===== config.mk =====
export PLATFORM = sky130hd
export DESIGN_NAME = uart_tx_arbiter
export DESIGN_NICKNAME = d
export VERILOG_FILES = /design/src/rtl/uart_pkg.sv /design/src/rtl/uart_tx_arbiter_rr_picker.sv /design/src/rtl/uart_tx_arbiter.sv
export SDC_FILE = /design/constraint.sdc
export NUM_CORES = 1
export LEC_CHECK = 0
export ABC_AREA = 1
export ABC_CLOCK_PERIOD_IN_PS = 2000
export CAP_MARGIN = 0
export CELL_PAD_IN_SITES_DETAIL_PLACEMENT = 1
export CELL_PAD_IN_SITES_GLOBAL_PLACEMENT = 2
export CORE_ASPECT_RATIO = 1.5
export CORE_MARGIN = 3
export CORE_UTILIZATION = 24
export DETAILED_ROUTE_END_ITERATION = 12
export GPL_TIMING_DRIVEN = 0
export PLACE_DENSITY = 0.78
export SETUP_SLACK_MARGIN = 0.2
export SLEW_MARGIN = 20
export SYNTH_ARGS = -nofsm -noshare
export SYNTH_HDL_FRONTEND = slang
export SYNTH_SLANG_ARGS = --single-unit

===== constraint.sdc =====
create_clock -name clk -period 2 [get_ports clk]
set_input_delay 0.4 -clock clk [delete_from_list [all_inputs] [get_ports clk]]
set_output_delay 0.4 -clock clk [all_outputs]
set_load 0.005 [all_outputs]

===== src/rtl/uart_pkg.sv =====
// uart_pkg: definitions shared by the UART tx/rx units and the tx arbiter.
//   BYTE_W      - UART payload width.
//   DIV_RATIO   - default baud divider shared with the tx/rx units
//                 (50 MHz / 115200 baud).
//   arb_state_t - tx arbiter FSM states.
package uart_pkg;
  localparam int BYTE_W    = 8;
  localparam int DIV_RATIO = 434;

  typedef enum logic [2:0] {
    IDLE,
    START,
    WAIT_ACK,
    WAIT_DONE,
    GAP
  } arb_state_t;
endpackage


===== src/rtl/uart_tx_arbiter_rr_picker.sv =====
// rr_picker: combinational first-set search over vld, beginning at ptr and
// wrapping modulo N_REQ.
//   vld   in  N_REQ  request vector
//   ptr   in  IDX_W  search start index (must be < N_REQ)
//   found out 1      some bit of vld is set
//   idx   out IDX_W  index of the first set bit at or after ptr
module rr_picker #(
  parameter int N_REQ = 4,
  parameter int IDX_W = $clog2(N_REQ)
) (
  input  logic [N_REQ-1:0] vld,
  input  logic [IDX_W-1:0] ptr,
  output logic             found,
  output logic [IDX_W-1:0] idx
);
  int j;

  // Scan offsets from farthest to nearest so the nearest hit is written last.
  always_comb begin
    found = 1'b0;
    idx   = '0;
    j     = 0;
    for (int i = N_REQ - 1; i >= 0; i--) begin
      j = int'(ptr) + i;
      if (j >= N_REQ) j = j - N_REQ;
      if (vld[IDX_W'(j)]) begin
        found = 1'b1;
        idx   = IDX_W'(j);
      end
    end
  end
endmodule


===== src/rtl/uart_tx_arbiter.sv =====
// uart_tx_arbiter: shares one UART transmitter between N_REQ byte sources.
// Accepts one byte per transaction (one-hot ready pulse), pulses act to the
// transmitter, owns it until busy_t falls, then enforces GAP_CYCLES idle
// cycles. A transmitter that never raises busy_t within ACK_TIMEOUT cycles
// sets the sticky err flag and the byte is dropped.
//   clk, rst        clock, asynchronous active-low reset
//   req_valid/data  per-requester byte offer (data stable while valid)
//   req_ready       one-hot one-cycle accept pulse
//   tx_data, act    registered byte and start pulse to the transmitter
//   busy_t          transmitter busy
//   grant_id        current/last owner
//   arb_busy        accept .. end of gap
//   err             sticky acknowledge timeout
// Build option: UART_ARB_FIXED_PRIO_EN selects fixed priority (lowest index
// wins, no pointer register) instead of round-robin.
module uart_tx_arbiter
  import uart_pkg::*;
#(
  parameter  int N_REQ       = 4,
  parameter  int ACK_TIMEOUT = 8,
  parameter  int GAP_CYCLES  = 2,
  localparam int GID_W       = $clog2(N_REQ)
) (
  input  logic                         clk,
  input  logic                         rst,
  input  logic [N_REQ-1:0]             req_valid,
  input  logic [N_REQ-1:0][BYTE_W-1:0] req_data,
  output logic [N_REQ-1:0]             req_ready,
  output logic [BYTE_W-1:0]            tx_data,
  output logic                         act,
  input  logic                         busy_t,
  output logic [GID_W-1:0]             grant_id,
  output logic                         arb_busy,
  output logic                         err
);
  localparam int CNT_MAX = (ACK_TIMEOUT > GAP_CYCLES) ? ACK_TIMEOUT : GAP_CYCLES;
  localparam int CNT_W   = $clog2(CNT_MAX + 1);

  arb_state_t               state_q, state_d;
  logic [CNT_W-1:0]         cnt_q, cnt_d, cnt_inc;
  logic [N_REQ-1:0]         ready_q, ready_d;
  logic [BYTE_W-1:0]        tx_data_q, tx_data_d;
  logic                     act_q, act_d;
  logic [GID_W-1:0]         gid_q, gid_d;
  logic                     arb_busy_q, arb_busy_d;
  logic                     err_q, err_d;
  logic [GID_W-1:0]         pick_ptr;
  logic                     found;
  logic [GID_W-1:0]         win;

`ifdef UART_ARB_FIXED_PRIO_EN
  assign pick_ptr = '0;
`else
  logic [GID_W-1:0] ptr_q, ptr_d;
  assign pick_ptr = ptr_q;
`endif

  rr_picker #(.N_REQ(N_REQ), .IDX_W(GID_W)) u_pick (
    .vld   (req_valid),
    .ptr   (pick_ptr),
    .found (found),
    .idx   (win)
  );

  assign cnt_inc = cnt_q + CNT_W'(1);

  always_comb begin
    state_d    = state_q;
    cnt_d      = cnt_q;
    ready_d    = '0;
    tx_data_d  = tx_data_q;
    act_d      = 1'b0;
    gid_d      = gid_q;
    arb_busy_d = arb_busy_q;
    err_d      = err_q;
`ifndef UART_ARB_FIXED_PRIO_EN
    ptr_d      = ptr_q;
`endif
    case (state_q)
      IDLE: begin
        // A busy transmitter we did not start is never handed a new byte.
        if (found && !busy_t) begin
          ready_d[win] = 1'b1;
          tx_data_d    = req_data[win];
          gid_d        = win;
          arb_busy_d   = 1'b1;
`ifndef UART_ARB_FIXED_PRIO_EN
          ptr_d        = (win == GID_W'(N_REQ - 1)) ? '0 : win + GID_W'(1);
`endif
          state_d      = START;
        end
      end
      START: begin
        act_d   = 1'b1;
        cnt_d   = '0;
        state_d = WAIT_ACK;
      end
      WAIT_ACK: begin
        if (busy_t) begin
          state_d = WAIT_DONE;
        end else if (cnt_inc == CNT_W'(ACK_TIMEOUT)) begin
          err_d = 1'b1;
          cnt_d = '0;
          if (GAP_CYCLES == 0) begin
            state_d    = IDLE;
            arb_busy_d = 1'b0;
          end else begin
            state_d = GAP;
          end
        end else begin
          cnt_d = cnt_inc;
        end
      end
      WAIT_DONE: begin
        if (!busy_t) begin
          cnt_d = '0;
          if (GAP_CYCLES == 0) begin
            state_d    = IDLE;
            arb_busy_d = 1'b0;
          end else begin
            state_d = GAP;
          end
        end
      end
      GAP: begin
        if (cnt_inc == CNT_W'(GAP_CYCLES)) begin
          state_d    = IDLE;
          arb_busy_d = 1'b0;
        end else begin
          cnt_d = cnt_inc;
        end
      end
      default: state_d = IDLE;
    endcase
  end

  always_ff @(posedge clk or negedge rst) begin
    if (!rst) begin
      state_q    <= IDLE;
      cnt_q      <= '0;
      ready_q    <= '0;
      tx_data_q  <= '0;
      act_q      <= 1'b0;
      gid_q      <= '0;
      arb_busy_q <= 1'b0;
      err_q      <= 1'b0;
    end else begin
      state_q    <= state_d;
      cnt_q      <= cnt_d;
      ready_q    <= ready_d;
      tx_data_q  <= tx_data_d;
      act_q      <= act_d;
      gid_q      <= gid_d;
      arb_busy_q <= arb_busy_d;
      err_q      <= err_d;
    end
  end

`ifndef UART_ARB_FIXED_PRIO_EN
  always_ff @(posedge clk or negedge rst) begin
    if (!rst) ptr_q <= '0;
    else      ptr_q <= ptr_d;
  end
`endif

  assign req_ready = ready_q;
  assign tx_data   = tx_data_q;
  assign act       = act_q;
  assign grant_id  = gid_q;
  assign arb_busy  = arb_busy_q;
  assign err       = err_q;
endmodule

==> impl_metrics.sql, run 1 <==
INSERT INTO impl_metrics (metric_group, metric, value, unit) VALUES
('floorplan', 'core-area', '0.00727', 'mm²'),
('setup_path', 'worst-endpoint-arrival', '2.03', 'ns'),
('setup_path', 'path_common_cell', 'sky130_fd_sc_hd__nand2_2', ''),
('timing', 'final_period_minus_worst_setup_slack', '1.86', 'ns'),
('global_routing', 'grt_remaining_overflow', '0', ''),
('cts', 'clk_pin_slew', '0.09', 'ns'),
('routing', 'detailroute.via_count', '1932', ''),
('synthesis', 'synth_largest_area_cell', 'sky130_fd_sc_hd__dfrtp_1', ''),
('synthesis', 'ys_dominant_reg_cell', 'sky130_fd_sc_hd__dfrtp_1', ''),
('cells_and_area', 'nNetsFinal', '388', ''),
('global_routing', 'gr-usage-all-layers', '13.0', '%'),
('routing', 'drt.antenna.violating_nets', '0', ''),
('power', 'power.share.combinational', '75.1', '%'),
('cts', 'tritoncts.num_buffers', '3', ''),
('placed_design', 'final_hpwl_from_detailed_placement', '4260', 'µm'),
('floorplan', 'die_height', '112', 'µm'),
('setup_path', 'crit_path_max_incr_delay', '0.46', 'ns'),
('floorplan', 'floorplan.initialDensity', '24.7', '%'),
('timing', 'setup_viol', '0', ''),
('power', 'p_sw', '2.27', 'mW'),
('outcome', 'status', 'completed', ''),
('cells_and_area', 'antenna_cells', '0', ''),
('setup_path', 'crit_type', 'reg -> reg', ''),
('synthesis', 'synth_sequential_area_ratio', '36.2', '%'),
('synthesis', 'yosys.cell_types.count', '28', ''),
('synthesis', 'synth.ff_latch_count', '26', ''),
('timing', 'hold_viol_final', '0', ''),
('synthesis', 'post_syn_area_per_cell', '6.76', 'µm²'),
('synthesis', 'yosys-top-cells-area', 'sky130_fd_sc_hd__dfrtp_1, sky130_fd_sc_hd__nand2_1, sky130_fd_sc_hd__nand3_1', ''),
('setup_path', 'critPathSlowestCell', 'sky130_fd_sc_hd__dfrtp_2', ''),
('power', 'cellLeakagePower', '1.49', 'nW'),
('floorplan', 'floorplan.die_area', '0.00859', 'mm²'),
('floorplan', 'chipWidth', '76.7', 'µm'),
('synthesis', 'synth_async_sr_flop_share', '100', '%'),
('timing', 'fmaxAchievable', '0.538', 'GHz'),
('synthesis', 'ys.warnings.count', '0', ''),
('power', 'pwr_density_cell', '1720', 'mW/mm²'),
('cts', 'max_root_sink_buffers', '2', ''),
('power', 'irDropWorstVdd', '800', 'µV'),
('routing', 'totalWireLength', '5670', 'µm'),
('cts', 'tritoncts', 'done', ''),
('global_routing', 'maximum_number_of_pins_on_one_net_before_global_route_repair', '27', ''),
('placed_design', 'dp_cells', '421', ''),
('cells_and_area', 'multi_input_comb_area', '0.00105', 'mm²'),
('floorplan', 'core.rowCount', '38', ''),
('cts', 'hold_buffers', '0', ''),
('setup_path', 'cp_data_required_time', '2.17', 'ns'),
('placed_design', 'place_congestion', '0.808', ''),
('timing', 'final.setup_skew', '0.00463', 'ns'),
('setup_path', 'crit_path_start_kind', 'register', ''),
('synthesis', 'synthDominantCellAreaShare', '36.2', '%'),
('routing', 'wl_per_cell', '12.7', 'µm'),
('cells_and_area', 'stdcell_count', '445', ''),
('setup_path', 'end_kind', 'register', ''),
('power', 'cell_internal_power', '2.71', 'mW'),
('cells_and_area', 'fillers', '944', ''),
('synthesis', 'synthesized_netlist_net_count', '308', ''),
('floorplan', 'num_io_pins', '56', ''),
('cells_and_area', 'ff_latch_area', '653', 'µm²'),
('setup_path', 'worst-path-max-fanout', '5', ''),
('synthesis', 'syn-instance-count', '266', ''),
('routing', 'drt_iter0_markers', '45', ''),
('timing', 'timing_worst_slew_pin_value', '0.585', 'ns'),
('synthesis', 'synth_area', '0.00180', 'mm²'),
('setup_path', 'worst_r2r_path_depth', '15', ''),
('job', 'drv.max_cap_violation_count', '0', ''),
('timing', 'unrepaired_setup_endpoints_after_global_routing', 'yes', ''),
('routing', 'first_pass_iters', '4', ''),
('cts', 'clock-sinks', '26', ''),
('global_routing', 'grt_pass1_vias', '2007', ''),
('cts', 'cts_root_buf', 'sky130_fd_sc_hd__clkbuf_8', '');
[area by class of cell]
cell class,count,share of cell area [%]
multi-input cells,182,36.2
repair buffers,75,25.6
flip-flops and latches,26,22.6
inverters,51,6.78
well taps,100,4.32
plain buffers,7,2.64
clock buffers,4,1.90
[cell usage after synthesis, types with 2 or more instances]
master / number
sky130_fd_sc_hd__nand2_1: 86
sky130_fd_sc_hd__inv_1: 48
sky130_fd_sc_hd__nand3_1: 38
sky130_fd_sc_hd__dfrtp_1: 26
sky130_fd_sc_hd__nor2_1: 13
sky130_fd_sc_hd__nand2_2: 12
sky130_fd_sc_hd__o21ai_0: 7
sky130_fd_sc_hd__buf_2: 4
sky130_fd_sc_hd__nor2_2: 4
sky130_fd_sc_hd__ha_1: 3
sky130_fd_sc_hd__inv_2: 3
sky130_fd_sc_hd__a21oi_1: 2
sky130_fd_sc_hd__buf_6: 2
sky130_fd_sc_hd__o21ai_1: 2
sky130_fd_sc_hd__o22ai_1: 2
sky130_fd_sc_hd__xor2_1: 2
[stage by stage]
step	worst slack, ns	setup TNS (ns)	hold WS, ns	area (µm²)	utilization (%)
2_1_floorplan	0.222	0	0.104	1800	-
3_3_place_gp	-0.376	-3.03	0.454	2470	34.0
3_5_place_dp	-0.398	-3.55	0.447	2470	34.0
4_1_cts	0.165	0	0.143	2790	38.4
5_1_grt	0.0195	0	0.166	2900	39.8
6_report	0.140	0	0.115	2900	39.8
[repair_timing]
| action | CTS | global route |
|---|---|---|
| hold endpoints to repair | 0 | 0 |
| endpoints found under the setup margin | 14 | 17 |
| gates cloned | 3 | 0 |
| gates resized for setup | 42 | 20 |
| buffers inserted | 14 | 3 |
| pin swaps | 25 | 10 |
[layout by cell type, fill, tap and decap left out, types with 6 or more instances in the layout]
master / instances
sky130_fd_sc_hd__nand2_1: 67
sky130_fd_sc_hd__clkdlybuf4s50_1: 50
sky130_fd_sc_hd__inv_1: 47
sky130_fd_sc_hd__nand3_1: 32
sky130_fd_sc_hd__nand2_2: 25
sky130_fd_sc_hd__dfrtp_1: 24
sky130_fd_sc_hd__buf_4: 14
sky130_fd_sc_hd__nor2_1: 13
sky130_fd_sc_hd__buf_6: 8
sky130_fd_sc_hd__nand2_4: 7
sky130_fd_sc_hd__nand3_2: 6
sky130_fd_sc_hd__o21ai_0: 6
[power groups by stage]
stage | Combinational [mW] | Clock (mW) | Sequential [mW]
after floorplan | 1.82 | 0 | 0.867
after global placement | 2.63 | 0 | 0.891
after detailed placement | 2.67 | 0 | 0.892
after CTS | 3.51 | 0.358 | 0.902
after global routing | 4.14 | 0.375 | 0.926
final | 3.74 | 0.344 | 0.897
[per-layer routing]
metal / wire [µm] / vias up / global-route usage (%) / share of wire, %
met4: 59 / 0 / 3.63 / 1.0
met3: 154 / 5 / 1.12 / 2.7
met5: 0 / - / 0 / 0
li1: - / 969 / - / -
met1: 2240 / 914 / 14.9 / 39
met2: 3220 / 44 / 25.1 / 57
[registers in the layout, summed over array words and instances, names as in the netlist]
name	count
act	1
arb_busy	1
cnt_q	4
err	1
grant_id	2
pick_ptr	2
req_ready	4
state_q	3
tx_data	8
[critical path, delay by kind of cell, from the launching register on]
family,cells,cell delay [ns]
flip-flops,1,0.46
AND/OR/NAND/NOR,12,0.91
buffers and inverters,3,0.39
[kinds of logic (layout without fill, tap and decap cells)]
| logic type | after synthesis | after routing | share of synthesized area [%] |
|---|---|---|---|
| compound gates | 17 | 17 | 5.49 |
| xor+xnor | 2 | 2 | 0.974 |
| fa+ha+maj | 3 | 3 | 2.09 |
| buf+inv | 58 | 137 | 14.1 |
| flops | 26 | 26 | 36.2 |
| simple gates | 160 | 160 | 41.2 |
[worst paths after layout]
kind / startpoint / end / slack [ns]
min in group clk: err / err / 0.48
max: pick_ptr[0] / tx_data[4] / 0.14
min: rst / state_q[0] / 0.12
max reg2reg: pick_ptr[0] / tx_data[4] / 0.14
max in group asynchronous: rst / pick_ptr[1] / 1.47
min reg2reg: err / err / 0.48
No activity file was read; power rests on OpenSTA's default activity.
==> run 2: changes to the inputs <==
ABC_CLOCK_PERIOD_IN_PS = 1770   (was 2000)
clock period = 1.77 ns   (was 2 ns; I/O delays follow)
==> run 2 against run 1 <==
Compared with the run above:
- hold slack worse by 0.047 ns
- die area stayed put
- sequential power is 14% higher
- highest routed layer unchanged
- the run now ends with negative setup slack left
- critical path depth is 2 lower
- clock skew is 0.0024 ns lower
- via count is 1.0% lower
- power is 24% higher
- critical endpoint is now pick_ptr[1]
- critical path type unchanged
- sequential cell count stayed put
==> impl_metrics.sql, run 2 (same netlist as run 1, synthesis figures left out) <==
INSERT INTO impl_metrics (metric_group, metric, value, unit) VALUES
('outcome', 'status', 'finished with violations', ''),
('outcome', 'failing_checks', 'negative setup slack', ''),
('power', 'pwr_density_cell', '1990', 'mW/mm²'),
('routing', 'wl_per_cell', '12.6', 'µm'),
('cts', 'max_root_sink_buffers', '2', ''),
('cells_and_area', 'fillers', '869', ''),
('timing', 'unrepaired_setup_endpoints_after_global_routing', 'yes', ''),
('global_routing', 'grt_pass1_vias', '1981', ''),
('setup_path', 'crit_path_start_kind', 'register', ''),
('timing', 'final_period_minus_worst_setup_slack', '1.87', 'ns'),
('timing', 'final.setup_skew', '0.00224', 'ns'),
('placed_design', 'place_congestion', '0.836', ''),
('cts', 'tritoncts.num_buffers', '3', ''),
('timing', 'timing_worst_slew_pin_value', '0.579', 'ns'),
('routing', 'avgViaCountPerCell', '4.22', ''),
('routing', 'drc_violations_left', '0', ''),
('power', 'total_power', '6.16', 'mW'),
('setup_path', 'critPathLaunch', 'pick_ptr[0]', ''),
('floorplan', 'core-area', '0.00727', 'mm²'),
('placed_design', 'io_buffers', '55', ''),
('cells_and_area', 'number_of_flip_flops_under_the_largest_register_name', '8', ''),
('placed_design', 'placed_cell_area', '0.00252', 'mm²'),
('floorplan', 'die_height', '112', 'µm'),
('cells_and_area', 'post_route_cells_drive_above_1_share', '36.0', '%'),
('routing', 'drt.antenna.violating_nets', '0', ''),
('timing', 'setup_slack', '-0.0958', 'ns'),
('job', 'drv.max_cap_violation_count', '0', ''),
('floorplan', 'num_io_pins', '56', ''),
('cts', 'worst_skew_pair.late_latency', '0.27', 'ns'),
('cells_and_area', 'flow.area_growth_from_synthesis', '71.8', '%'),
('setup_path', 'crit_type', 'reg -> reg', ''),
('global_routing', 'grt_remaining_overflow', '0', ''),
('cts', 'cts_root_buf', 'sky130_fd_sc_hd__clkbuf_8', ''),
('floorplan', 'floorplan.initialDensity', '24.7', '%'),
('setup_path', 'r2r_start', 'pick_ptr[0]', ''),
('cells_and_area', 'final_cell_mix', 'sky130_fd_sc_hd__nand2_1, sky130_fd_sc_hd__clkdlybuf4s50_1, sky130_fd_sc_hd__inv_1', ''),
('cts', 'clock-sinks', '26', ''),
('cts', 'hold_buffers', '0', ''),
('cells_and_area', 'antenna_cells', '0', ''),
('timing', 'setup_viol', '7', ''),
('global_routing', 'grt_pass1_wl', '9270', 'µm'),
('placed_design', 'final_hpwl_from_detailed_placement', '4210', 'µm'),
('placed_design', 'dp_cells', '421', ''),
('cells_and_area', 'stdcell_count', '453', ''),
('routing', 'detailroute.via_count', '1912', ''),
('setup_path', 'cp_data_required_time', '1.97', 'ns'),
('global_routing', 'grt_antenna_before_repair', '0', ''),
('cells_and_area', 'final_common_cell', 'sky130_fd_sc_hd__nand2_1', ''),
('timing', 'hold_viol_final', '0', ''),
('floorplan', 'chipWidth', '76.7', 'µm'),
('setup_path', 'end_kind', 'register', ''),
('global_routing', 'gr-usage-all-layers', '13.1', '%'),
('timing', 'hold-worst-slack', '0.0685', 'ns'),
('floorplan', 'core.rowCount', '38', ''),
('setup_path', 'worst-path-max-fanout', '5', ''),
('cells_and_area', 'nNetsFinal', '396', ''),
('timing', 'finalCritPeriodShare', '105', '%'),
('cts', 'clk_pin_slew', '0.09', 'ns'),
('routing', 'first_pass_iters', '4', ''),
('routing', 'drt_iter0_markers', '35', ''),
('cts', 'tritoncts', 'done', ''),
('timing', 'fmaxAchievable', '0.536', 'GHz'),
('global_routing', 'maximum_number_of_pins_on_one_net_before_global_route_repair', '27', ''),
('routing', 'totalWireLength', '5700', 'µm'),
('floorplan', 'floorplan.die_area', '0.00859', 'mm²'),
('cells_and_area', 'post-route-cell-area', '0.00309', 'mm²'),
('setup_path', 'worst-endpoint-arrival', '2.07', 'ns'),
('hold_path', 'min-delay-path-class', 'in -> async', ''),
('timing', 'timing.max_slew.rel_slack', '61.4', '%'),
('power', 'irDropWorstVdd', '817', 'µV'),
('placed_design', 'pre_cts_ws', '-0.590', 'ns'),
('timing', 'maxSlewViolCount', '0', ''),
('cts', 'cts_max_level', '1', ''),
('power', 'cellLeakagePower', '1.58', 'nW');
-- run 2: critical path, stage by stage, from the launching register on --
cell and delay (ns):
sky130_fd_sc_hd__dfrtp_2 0.46, sky130_fd_sc_hd__buf_6 0.15, sky130_fd_sc_hd__nand2_1 0.06, sky130_fd_sc_hd__nand2_2 0.07, sky130_fd_sc_hd__nand2_1 0.09, sky130_fd_sc_hd__nand2_2 0.07
sky130_fd_sc_hd__nor2_4 0.14, sky130_fd_sc_hd__nor2_4 0.05, sky130_fd_sc_hd__nand2_4 0.12, sky130_fd_sc_hd__nand2_8 0.09, sky130_fd_sc_hd__buf_12 0.14, sky130_fd_sc_hd__ha_4 0.25
sky130_fd_sc_hd__nand2_2 0.04, sky130_fd_sc_hd__o21ai_1 0.06
-- run 2: path summary, 6_finish.rpt --
check | depth (start not counted) | slack, ns | endpoint
worst min-delay path | 1 | 0.07 | cnt_q[3]
worst max-delay path | 13 | -0.1 | pick_ptr[1]
max in group asynchronous | 1 | 1.29 | pick_ptr[1]
worst max register to register | 13 | -0.1 | pick_ptr[1]
worst min register to register | 2 | 0.50 | grant_id[0]
min in group clk | 2 | 0.50 | grant_id[0]
-- run 2: stage by stage --
step	utilization, %	TNS (ns)
after detailed placement	34.7	-7.34
after CTS	40.0	-0.165
after global placement	34.7	-7.71
after global routing	42.5	-1.93
after floorplan	-	0
final	42.5	-0.264
-- run 2: metal layers --
layer | track usage [%] | vias up | share of wire, %
li1 | - | 985 | -
met1 | 15.2 | 891 | 41
met2 | 26.0 | 34 | 56
met3 | 1.28 | 2 | 2.2
met4 | 2.18 | 0 | 0.44
met5 | 0 | - | 0
-- run 2: cell type report --
type                       count  area [µm²]  area share, %
buffer                         7        85.1           2.75
clock buffer                   3        41.3           1.34
clock inverter                 1        30.0          0.971
inverter                      51         196           6.35
multi-input combinational    182        1160           37.4
sequential                    26         653           21.1
tap                          100         125           4.05
timing repair buffer          83         803           26.0
-- run 2: repair_timing --
action / CTS / global route
endpoints found under the setup margin: 23 / 23
pin swaps: 21 / 23
cloned: 2 / 0
buffers inserted: 20 / 6
gates resized for setup: 47 / 37
hold endpoints to repair: 0 / 0
-- run 2: report_power, final --
| group | switching (mW) | internal, mW | total, mW |
|---|---|---|---|
| clock network | 0.193 | 0.303 | 0.496 |
| registers | 0.186 | 0.832 | 1.02 |
| logic | 2.40 | 2.25 | 4.65 |
| total | 2.78 | 3.38 | 6.16 |
